**src/rtl/nbit_updown_counter_with_synch_load_enable_clear.sv**
```systemverilog
// nbit_updown_counter_with_synch_load_enable_clear: WIDTH-bit modulo-(MAX_COUNT+1) up/down counter with sync clear, clamped load, enable, one-shot halt; ports Clock, Clear, Enable, Load, Up, OneShot, D -> Q, TC (comb), Done; define COUNTER_SATURATE_EN to saturate instead of wrap in free-run
module nbit_updown_counter_with_synch_load_enable_clear #(
  parameter int WIDTH = 4,
  parameter int MAX_COUNT = 9
) (
  input  logic             Clock,
  input  logic             Clear,
  input  logic             Enable,
  input  logic             Load,
  input  logic             Up,
  input  logic             OneShot,
  input  logic [WIDTH-1:0] D,
  output logic [WIDTH-1:0] Q,
  output logic             TC,
  output logic             Done
);
  if (WIDTH < 1 || MAX_COUNT < 0 || (WIDTH < 32 && (MAX_COUNT >> WIDTH) != 0)) begin : g_bad_param
    $error("MAX_COUNT must fit in WIDTH bits");
  end
`ifdef COUNTER_SATURATE_EN
  localparam bit SAT = 1'b1;
`else
  localparam bit SAT = 1'b0;
`endif
  localparam logic [WIDTH-1:0] MAXV = WIDTH'(MAX_COUNT);
  typedef enum logic {RUN, HALT} state_t;
  state_t state, state_nx;
  logic [WIDTH-1:0] q_nx, q_step;
  logic t, done_nx;
  assign t = Up ? (Q == MAXV) : (Q == '0);
  assign TC = Enable & t & (state == RUN);
  assign q_step = t ? ((OneShot | SAT) ? Q : (Up ? '0 : MAXV)) : (Up ? Q + WIDTH'(1) : Q - WIDTH'(1));
  always_comb begin
    q_nx = Q;
    state_nx = state;
    done_nx = Done;
    if (Load) begin
      q_nx = (D > MAXV) ? MAXV : D;
      state_nx = RUN;
      done_nx = 1'b0;
    end else if (Enable && state == RUN) begin
      q_nx = q_step;
      state_nx = (t && OneShot) ? HALT : RUN;
      done_nx = t & OneShot;
    end
  end
  always_ff @(posedge Clock) begin
    if (Clear) begin
      Q <= '0;
      state <= RUN;
      Done <= 1'b0;
    end else begin
      Q <= q_nx;
      state <= state_nx;
      Done <= done_nx;
    end
  end
endmodule

```
**config.mk**
```make
export PLATFORM = sky130hd
export DESIGN_NAME = nbit_updown_counter_with_synch_load_enable_clear
export DESIGN_NICKNAME = d
export VERILOG_FILES = /design/src/rtl/nbit_updown_counter_with_synch_load_enable_clear.sv
export SDC_FILE = /design/constraint.sdc
export NUM_CORES = 1
export LEC_CHECK = 0
export ABC_AREA = 1
export CORE_AREA = 2 2 39 41
export DETAILED_ROUTE_END_ITERATION = 7
export DIE_AREA = 0 0 41 43
export PLACE_DENSITY = 0.73
export SYNTH_ARGS = -nofsm -noshare
export SYNTH_HDL_FRONTEND = slang
export SYNTH_SLANG_ARGS = --single-unit
export TNS_END_PERCENT = 5
```
**constraint.sdc**
```tcl
create_clock -name Clock -period 1.5 [get_ports Clock]
set_clock_uncertainty 0.15 [all_clocks]
set_input_delay 0.225 -clock Clock [delete_from_list [all_inputs] [get_ports Clock]]
set_output_delay 0.225 -clock Clock [all_outputs]
set_load 0.01 [all_outputs]
```
==> run_results.csv <==
group,metric,value,unit
detailed_routing,drcViolationCount,0,
floorplan,die_area,0.00176,mm2
critical_path,required,1.53,ns
logic_synthesis,synth_cells,79,
cts,clock_latency,0.26,ns
critical_path,r2r_cells,6,
critical_path,crit_path_frequent_cell,"nor2_1",
cts,tritoncts,"built",
logic_synthesis,yosysWarnings,0,
critical_path,rr_endpoint,"Q[1]$_SDFFE_PP0P_",
cells_and_area,final_cell_mix,"nand2_1, nor2_1, inv_1",
cells_and_area,syn_to_final_growth,66.6,%
global_route,antenna_found_initial,0,
floorplan,die_height,43,um
pwr,power.total,606,uW
cts,postCtsHoldBufs,0,
hold_path,hold_end,"Done$_SDFFE_PP0P_",
detailed_routing,drt_iter0_drc,8,
critical_path,cp_slowest_stage_delay,0.57,ns
global_route,grt_pass1_wl,1940,um
detailed_routing,ant_nets,0,
sta,worst_slew_pin_slew,0.231,ns
critical_path,crit_type,"reg2reg",
logic_synthesis,syn-num-nets,92,
critical_path,worstSetupStartpointType,"flip-flop",
global_route,grt_util_all_layers,16.4,%
global_route,grt-ovfl-total,0,
critical_path,cp_cell_sequence,"buf_6 -> fa_2 -> nand2_2 -> o21ai_2 -> nor2_1 -> nor2_1",
sta,fin_crit_sh,106,%
cts,cts_max_level,1,
cells_and_area,drive_above_1_share,31.5,%
sta,worst_slack,-0.0830,ns
logic_synthesis,ys_types,17,
placement,gp_congestion,0.730,
detailed_routing,drt_pass1_iterations,7,
run,cap_violations,0,
logic_synthesis,syn_area,464,um2
cts,cts.reportedPaths.clkPinSlew,0.05,ns
detailed_routing,via_per_inst,4.55,
critical_path,endpoint_kind,"flip-flop",
logic_synthesis,ys_seq_area_share,21.6,%
sta,slew_headroom,84.6,%
critical_path,reg2reg_setup_slack,-0.08,ns
floorplan,start_util,33.5,%
outcome,status,"finished, violations left",
hold_path,holdPathStages,2,
cts,cts.path.max_buffers,2,
critical_path,timing.rr.start,"Q[1]$_SDFFE_PP0P_",
sta,holdWs,0.315,ns
critical_path,crit_fanout,4,
pwr,p_leak,0.416,nW
cells_and_area,diodes,0,
cells_and_area,nets,122,
sta,drv_slew,0,
logic_synthesis,syn_avg_cell_area,5.88,um2
detailed_routing,drt-total-wl,1220,um
sta,layout_min_cycle_time,1.58,ns
global_route,grt_pass1_vias,513,
hold_path,worstHoldStart,"Done$_SDFFE_PP0P_",
sta,finalSetupViolCount,4,
critical_path,arrival,1.62,ns
detailed_routing,wl_per_cell,9.85,um
detailed_routing,routed-via-count,564,
placement,port_buffers,15,
pwr,cellPowerDensity,784,mW/mm2
pwr,ir_drop,0.427,mV
sta,timing.fmax,632,MHz
global_route,grt_start_max_net_pins,9,
logic_synthesis,ys_ff_latch,5,
placement,post-dp-hpwl,995,um
sta,fin_tns_setup,-0.171,ns
floorplan,core,0.00138,mm2
outcome,violations,"negative setup slack",
critical_path,cpMaxStageDelayCell,"fa_2",
sta,finalHoldViolCount,0,
cells_and_area,layout_commonest_cell,"nand2_1",
floorplan,dieWidth,41,um
sta,rsz0062_at_grt,"true",
cts,cts_root_buffer,"clkbuf_4",
cts,cts_made_buffers,3,
floorplan,rows,14,
hold_path,hold_class,"reg2reg",
cts,cts.sinks,5,
floorplan,ioPinCount,16,
## worst max path at each step
stage                                  from                 to  slack, ns  depth (start not counted)
final                     Q[1]$_SDFFE_PP0P_  Q[1]$_SDFFE_PP0P_      -0.08                          6
after global routing      Q[1]$_SDFFE_PP0P_  Q[1]$_SDFFE_PP0P_      -0.14                          6
after floorplan           Q[1]$_SDFFE_PP0P_  Q[2]$_SDFFE_PP0P_     0.0005                          6
after global placement                   Up                 TC      -0.56                          8
after CTS                 Q[0]$_SDFFE_PP0P_                 TC      -0.16                          6
after detailed placement                 Up                 TC      -0.58                          8
## synthesized netlist by cell type
master	number	share of area, %
nor2_4	1	2.4
nand2_1	24	19
inv_1	11	8.9
nand3_2	2	4.3
inv_2	3	2.4
ha_1	2	5.4
o21ai_0	3	3.2
a21oi_1	3	3.2
dfxtp_1	5	22
nand3_1	4	4.3
nand2_4	1	2.4
o21ai_1	1	1.1
nand2_2	2	2.7
nor2_1	14	11
or2_1	1	1.3
fa_1	1	4.3
a22oi_1	1	1.6
## stage by stage
stage	setup WS [ns]	area (um2)	std cells	util, %
final	-0.0830	773	124	55.9
after global routing	-0.142	773	124	55.9
after CTS	-0.155	741	123	53.5
after detailed placement	-0.585	703	119	50.8
after global placement	-0.555	703	119	50.8
after floorplan	0.000512	465	79	-
## final cells by class
type                       count  area (um2)
sequential                     5         109
tap                           16        20.0
timing repair buffer          25         220
fill                         139         611
multi-input combinational     60         345
inverter                      14        52.6
clock buffer                   4        26.3
## power by group
group / switching, mW / internal, mW
sequential: 0.0166 / 0.148
combinational: 0.134 / 0.138
clock: 0.0673 / 0.101
total: 0.218 / 0.388
## layer usage
layer	GRT usage, %	vias up	routed length (um)
li1	-	301	-
met1	17.9	246	527
met2	27.2	14	632
met3	1.57	3	35
met4	12.0	0	27
met5	0	-	0
## what timing repair did
item,CTS,global route
pin swaps,2,5
endpoints found under the setup margin,8,5
resized for setup,14,12
setup buffers,0,1
## critical path: cells and delay by family (launching register included)
| family | cells | cell delay (ns) |
|---|---|---|
| compound gates | 1 | 0.13 |
| buf+inv | 1 | 0.13 |
| flops | 1 | 0.36 |
| simple gates | 3 | 0.18 |
| fa+ha+maj | 1 | 0.57 |
## logic make-up after synthesis
kind of cell,Yosys count,synth area share [%]
adder cells (fa/ha/maj),3,9.70
flip-flops,5,21.6
buffers and inverters,14,11.3
AND/OR/NAND/NOR,49,48.2
AO/OA/AOI/OAI,8,9.16
## registers in the layout, indices dropped and copies added, names as in the netlist
signal  cells
Q           4
Done        1
No activity file was read; power rests on OpenSTA's default activity.
